==> src/rtl/noc_output_allocator.sv <==
// Output-port switch allocator: round-robin arbitration, wormhole locking, downstream credits.
// Define NOC_ALLOC_STALL_CNT_EN to add the credit-stall counter output stall_cnt.
module noc_output_allocator #(
    parameter int NUM_INPUTS        = 5,
    parameter int FLIT_BUFFER_DEPTH = 2,
    parameter int CREDIT_WIDTH      = $clog2(FLIT_BUFFER_DEPTH + 1),
    parameter int IDX_WIDTH         = $clog2(NUM_INPUTS)
) (
    input  logic                    clk_noc,
    input  logic                    rst_noc_sync,
    input  logic [NUM_INPUTS-1:0]   req,
    input  logic [NUM_INPUTS-1:0]   req_is_tail,
    input  logic [NUM_INPUTS-1:0]   disable_in,
    input  logic                    credit_in,
    output logic [NUM_INPUTS-1:0]   grant,
    output logic [IDX_WIDTH-1:0]    grant_idx,
    output logic                    send_out,
    output logic [CREDIT_WIDTH-1:0] credits,
    output logic                    locked,
    output logic [IDX_WIDTH-1:0]    lock_idx,
    output logic                    credit_err
`ifdef NOC_ALLOC_STALL_CNT_EN
    ,
    output logic [15:0]             stall_cnt
`endif
);

    typedef enum logic {IDLE, LOCKED} state_t;

    localparam logic [CREDIT_WIDTH-1:0] MAX_CRED = CREDIT_WIDTH'(FLIT_BUFFER_DEPTH);

    state_t                  state, state_nxt;
    logic [IDX_WIDTH-1:0]    owner, owner_nxt;
    logic [IDX_WIDTH-1:0]    rr_ptr, rr_nxt;
    logic [IDX_WIDTH-1:0]    win;
    logic                    found;
    logic [NUM_INPUTS-1:0]   eligible;

    // Wrap at NUM_INPUTS-1 so non-power-of-two port counts never visit unused indices.
    function automatic logic [IDX_WIDTH-1:0] inc_wrap(input logic [IDX_WIDTH-1:0] i);
        return (int'(i) == NUM_INPUTS - 1) ? '0 : i + 1'b1;
    endfunction

    always_ff @(posedge clk_noc) begin
        if (rst_noc_sync) state <= IDLE;
        else              state <= state_nxt;
    end

    always_comb begin
        int                   j;
        logic [IDX_WIDTH-1:0] cand;
        j         = 0;
        cand      = '0;
        state_nxt = state;
        owner_nxt = owner;
        rr_nxt    = rr_ptr;
        grant     = '0;
        win       = '0;
        found     = 1'b0;
        eligible  = req & ~disable_in;
        if (!rst_noc_sync && credits != '0) begin
            if (state == IDLE) begin
                for (int k = 0; k < NUM_INPUTS; k++) begin
                    j = int'(rr_ptr) + k;
                    if (j >= NUM_INPUTS) j = j - NUM_INPUTS;
                    cand = IDX_WIDTH'(j);
                    if (!found && eligible[cand]) begin
                        found = 1'b1;
                        win   = cand;
                    end
                end
            end else if (req[owner]) begin
                // Mid-packet: only the owner may send; disable_in no longer applies.
                found = 1'b1;
                win   = owner;
            end
        end
        if (found) begin
            grant[win] = 1'b1;
            if (req_is_tail[win]) begin
                state_nxt = IDLE;
                owner_nxt = '0;
                rr_nxt    = inc_wrap(win);
            end else begin
                state_nxt = LOCKED;
                owner_nxt = win;
            end
        end
    end

    assign grant_idx = win;
    assign send_out  = found;
    assign locked    = (state == LOCKED);
    assign lock_idx  = locked ? owner : '0;

    always_ff @(posedge clk_noc) begin
        if (rst_noc_sync) begin
            owner      <= '0;
            rr_ptr     <= '0;
            credits    <= MAX_CRED;
            credit_err <= 1'b0;
        end else begin
            owner  <= owner_nxt;
            rr_ptr <= rr_nxt;
            if (credit_in && !send_out && credits == MAX_CRED)
                credit_err <= 1'b1;
            else
                credits <= credits - CREDIT_WIDTH'(send_out) + CREDIT_WIDTH'(credit_in);
        end
    end

`ifdef NOC_ALLOC_STALL_CNT_EN
    logic stall;
    assign stall = (credits == '0) && ((state == IDLE) ? (|eligible) : req[owner]);

    always_ff @(posedge clk_noc) begin
        if (rst_noc_sync)
            stall_cnt <= '0;
        else if (stall && stall_cnt != 16'hFFFF)
            stall_cnt <= stall_cnt + 16'd1;
    end
`endif

endmodule

==> config.mk <==
export PLATFORM = sky130hd
export DESIGN_NAME = noc_output_allocator
export DESIGN_NICKNAME = d
export VERILOG_FILES = /design/src/rtl/noc_output_allocator.sv
export SDC_FILE = /design/constraint.sdc
export NUM_CORES = 1
export LEC_CHECK = 0
export BUFFER_PORTS_ARGS = -buffer_cell sky130_fd_sc_hd__buf_2
export CORE_ASPECT_RATIO = 1.1
export CORE_UTILIZATION = 50
export CTS_CLUSTER_SIZE = 8
export DETAILED_ROUTE_END_ITERATION = 7
export GPL_TIMING_DRIVEN = 0
export PLACE_DENSITY = 0.7
export SLEW_MARGIN = 20
export SYNTH_ARGS = -nofsm -noshare
export SYNTH_HDL_FRONTEND = slang
export SYNTH_SLANG_ARGS = --single-unit
==> constraint.sdc <==
create_clock -name clk_noc -period 5 [get_ports clk_noc]
set_input_delay 1 -clock clk_noc [delete_from_list [all_inputs] [get_ports clk_noc]]
set_output_delay 1 -clock clk_noc [all_outputs]
set_load 0.01 [all_outputs]
### Word-level counts from Yosys, hierarchy flattened

Index checks and enable logic that the tools add are counted.

* output and inout port bits: 16
* register bits: 10
* logic and storage cells: 110
* input bits: 18

* reductions and logical operators: 16
* multiplexer cells: 60
* bitwise gates (word level): 2
* $add $sub $neg: 12
* equality and inequality tests: 2
* magnitude comparators: 13

Operator list (count)
* 2-to-1 mux 3 bit: 26
* less-than comparator 3 x 4 -> 1 bit (second input constant): 7
* 2-to-1 mux 1 bit: 25
* binary-select mux 1 bit (select 3 bit): 7
* >= comparator 4 x 3 -> 1 bit (second input constant): 4
* subtractor 3 bit (second input constant): 5
* adder 3 x 2 -> 4 bit (second input constant): 2
* logical AND 1 bit: 8
* zero test 1 bit: 6
* AND 5 bit: 1
* 2-to-1 mux 5 bit: 1
* NOT 5 bit: 1
* adder 3 x 1 -> 4 bit (second input constant): 1
* adder 3 x 3 -> 4 bit (second input constant): 1
* adder 3 x 1 -> 3 bit (second input constant): 1
* demux 1 bit (select 3 bit): 1
* == test 3 bit (second input constant): 1
* >= comparator 3 x 1 -> 1 bit (second input constant): 1
* >= comparator 3 bit (second input constant): 1
* adder 2 x 1 -> 2 bit: 1
* == test 2 bit (second input constant): 1
* AND reduction 2 bit: 1
* nonzero test 2 bit: 1
* subtractor 2 x 1 -> 2 bit: 1

### Depth between registers and ports, before layout

* depth in word-level cells: 34
* gate-level depth with buffers: 20
* depth with buffers taken out: 19

### Least setup slack after synthesis

No wires, ideal clock.

* kind: register to output
* start point: reg rr_ptr[1]
* end point: out grant[0]
* cell stages (with the launch flop): 14
* setup slack: 0.472 ns
* data required time: 4.000 ns
* path buffers: 1
* arrival: 3.528 ns
* path through: dfxtp_1 -> clkbuf_1 -> inv_2 -> ha_1 -> ha_1 -> and2_2 -> or2_4 -> o32a_4 -> or4b_1 -> a211o_1 -> and4b_4 -> nand2_2 -> nand2_1 -> nor2_1

* longest elaborated chain between the ends: 34
* elaborated cells on any way between the ends: 75
* classes of those cells: 9 x add/sub; 7 x order compare; 50 x mux; 9 x reduce/logical

Ends and longest elaborated chain
* start, declared: RTL line 34 `logic [IDX_WIDTH-1:0] rr_ptr, rr_nxt;`
* start signal, assigned: RTL line 104 `rr_ptr <= rr_nxt;`
* subtractor 3 bit or >= comparator 3 bit (tied branches): RTL line 65 `if (j >= NUM_INPUTS) j = j - NUM_INPUTS;`
* 2-to-1 mux 3 bit: RTL line 65
* 2-to-1 mux 3 bit: RTL line 62 `if (state == IDLE) begin`
* 2-to-1 mux 3 bit: RTL line 61 `if (!rst_noc_sync && credits != '0) begin`
* binary-select mux 1 bit (select 3 bit): RTL line 67 `if (!found && eligible[cand]) begin`
* 2-to-1 mux 1 bit (implied by the code): RTL line 67
* 2-to-1 mux 1 bit: RTL line 67
* 2-to-1 mux 1 bit: RTL line 62
* (+18 left out)
* 2-to-1 mux 3 bit: RTL line 67
* 2-to-1 mux 3 bit: RTL line 62
* 2-to-1 mux 3 bit: RTL line 61
* less-than comparator 3 x 4 -> 1 bit (implied by the code) or >= comparator 3 x 1 -> 1 bit (tied branches): RTL line 79 `grant[win] = 1'b1;`
* logical AND 1 bit (implied by the code): RTL line 79
* 2-to-1 mux 1 bit (implied by the code): RTL line 79
* demux 1 bit (select 3 bit): RTL line 79
* 2-to-1 mux 5 bit (*): RTL line 78 `if (found) begin`
* end, declared: RTL line 15 `output logic [NUM_INPUTS-1:0] grant,`

Mark *: on every way between the ends. The rest lies on a longest branch, timed or not. The select of a mux whose other input is x is not followed.

### Worst setup path in the final report

Ends and elaborated chain as after synthesis.

==> flow_metrics.py <==
metrics = {
    "place": {
        "dpl-instance-area_sq_um": 2110,
        "gp_congestion": 0.954,
        "hpwl_um": 4310,
        "portBuffers": 33,
        "place_ws_ns": 0.00371,
    },
    "layout": {
        "multiInputGateArea_sq_um": 1620,
        "num_antenna_cells": 0,
        "final_nets": 321,
        "final_util": 0.613,
        "syn_to_final_growth_pct": 18.2,
        "layout.area.seq_sq_um": 201,
        "final_area_sq_um": 2220,
        "drive_above_1_share": 0.250,
        "num-fill-cells": 326,
    },
    "grt": {
        "grt_max_degree": 11,
        "grt_antenna_before_repair": 0,
        "grt_pass1_vias": 1880,
        "grt_use_total": 0.292,
        "grt_overflow": 0,
        "grt_pass1_wl_um": 8800,
    },
    "synthesis": {
        "synth.avg_cell_area_sq_um": 7.50,
        "postSynthCellCount": 251,
        "synth_cell_types": 69,
        "ys_warn_count": 0,
        "synth_fp_nets": 282,
        "synth_flop_cell": "dfxtp_1",
        "ys_async_sr_fraction": 0,
        "ys_ff_latch": 10,
        "synthesis.area_sq_um": 1880,
        "seq_area_frac_synth": 0.106,
        "synth-edff-count": 0,
    },
    "floorplan": {
        "die_y_um": 66.3,
        "row_count": 23,
        "ios": 34,
        "start_util": 0.519,
        "die_area_sq_um": 4010,
        "coreArea_sq_um": 3630,
        "die_w_um": 60.5,
    },
    "cts": {
        "clock_latency_ns": 0.24,
        "clkTransAtPathRegs_ns": 0.05,
        "clock_path_buffers": 2,
        "cts_buffers": 3,
        "cts-hold-fix-buffers": 0,
        "clock_sinks": 10,
        "cts_max_level": 1,
        "cts_tree": "done",
        "root_buffer": "clkbuf_8",
    },
    "routing": {
        "antenna_left": 0,
        "via_count": 2071,
        "drc": 0,
        "viasPerCell": 6.13,
        "drt_iter0_drc": 177,
        "drt-total-wl_um": 5520,
        "drtPass1Iterations": 4,
        "detail_route.wl_per_cell_um": 16.3,
    },
    "flow_run": {
        "maxCapViolations": 0,
    },
    "critical_path": {
        "crit_type": "reg2out",
        "cp-start-kind": "flip-flop",
        "cp.arrival_ns": 3.86,
        "crit_start": "rr_ptr[1]",
        "crit_required_ns": 4.00,
        "end_kind": "primary output",
        "reg2reg_from": "rr_ptr[1]",
        "cp_max_fo": 10,
    },
    "timing": {
        "worst_pin_slew_ns": 0.517,
        "finalClockSkew_ns": 0.00594,
        "finalMaxSlewViolations": 0,
        "hold_violations": 0,
        "postLayoutSetupSlackWorst_ns": 0.140,
        "min_period_ns": 4.86,
        "setup_viol": 0,
        "slew_headroom": 0.654,
        "fin_crit_sh": 0.972,
        "max_freq_ghz": 0.206,
    },
    "min_path": {
        "hp-class": "reg2reg",
        "hp-start": "credit_err",
    },
    "status": {
        "status": "finished, final reports clean",
    },
}
[area by class of cell]
cell class,count,share of cell area
Multi-Input combinational cell,214,0.728
Sequential cell,10,0.0906
Timing Repair Buffer,34,0.0777
Inverter,19,0.0349
Tap cell,50,0.0281
Buffer,8,0.0225
Clock buffer,3,0.0186
[synthesized netlist by cell type, types with 7 or more instances]
library cell,count,area [sq um]
nor3_1,11,55.1
a21oi_1,10,50.1
nor2_1,27,101
mux2i_1,9,90.1
nand2b_1,7,43.8
inv_1,16,60.1
nand2_1,17,63.8
ha_1,12,150
dfxtp_1,10,200
nor2b_1,7,43.8
[layout by cell type, fill, tap and decap left out, types with 7 or more instances in the layout]
master    netlist  routed
a21oi_1        10       9
inv_1          16      15
ha_1           12      11
nand2b_1        7       7
nor2_1         27      26
nor3_1         11      10
buf_2           3      34
nand2_1        17      16
dfxtp_1        10       9
mux2i_1         9       8
nor2b_1         7       7
[metrics by stage]
stage          TNS [ns]  instances  hold WS (ns)
3_3_place_gp    -0.0221        334         0.432
3_5_place_dp          0        334         0.439
6_report              0        338         0.445
5_1_grt         -0.0177        338         0.469
2_1_floorplan         0        251         0.470
4_1_cts               0        337         0.446
[logic make-up (layout without fill, tap and decap cells)]
kind of cell | Yosys count | after routing | share of synthesized area
AO/OA/AOI/OAI | 76 | 76 | 0.320
XOR/XNOR | 6 | 6 | 0.0279
adder cells (fa/ha/maj) | 13 | 13 | 0.0904
buffers and inverters | 27 | 64 | 0.0578
flip-flops | 10 | 10 | 0.106
multiplexers | 13 | 13 | 0.0818
AND/OR/NAND/NOR | 106 | 106 | 0.316
[flip-flops by register name, indices dropped and copies added, names as in the netlist]
signal and count:
credit_err 1, owner 3, locked 1, credits 2, rr_ptr 3
[path summary, 6_finish.rpt]
kind	depth (start not counted)	endpoint	slack, ns
hold reg to reg	2	credit_err	0.44
setup reg to reg	16	rr_ptr[1]	0.60
hold / removal	2	credit_err	0.44
setup / recovery	15	grant[0]	0.14
[critical path, cell delays in order, from the launching register on]
cell and delay, ns:
dfxtp_2 0.40, buf_4 0.20, inv_2 0.10, ha_1 0.39, clkbuf_4 0.26, clkinvlp_4 0.19
o32ai_2 0.31, nor3_1 0.14, o21ai_2 0.22, o21ai_1 0.14, or4b_1 0.54, and4b_4 0.25
nand2_2 0.15, nand2_1 0.09, nor2_1 0.10, buf_2 0.13
[metal layers]
layer / vias up / global-route usage / wire length, um
met5: - / 0 / 0
met2: 75 / 0.490 / 2720
met3: 12 / 0.0215 / 255
met1: 959 / 0.360 / 2380
met4: 0 / 0.165 / 160
li1: 1025 / - / -
[what timing repair did]
| action | 4_1_cts | 5_1_grt |
|---|---|---|
| endpoints found under the setup margin | 8 | 9 |
| hold endpoints to repair | 0 | 0 |
| resized for setup | 4 | 17 |
| buffers inserted | 0 | 1 |
| pin swaps | 0 | 1 |
Power is left out: the tool's default activity adds up to more than one toggle a clock period on the data nets, which glitch-free logic cannot reach.
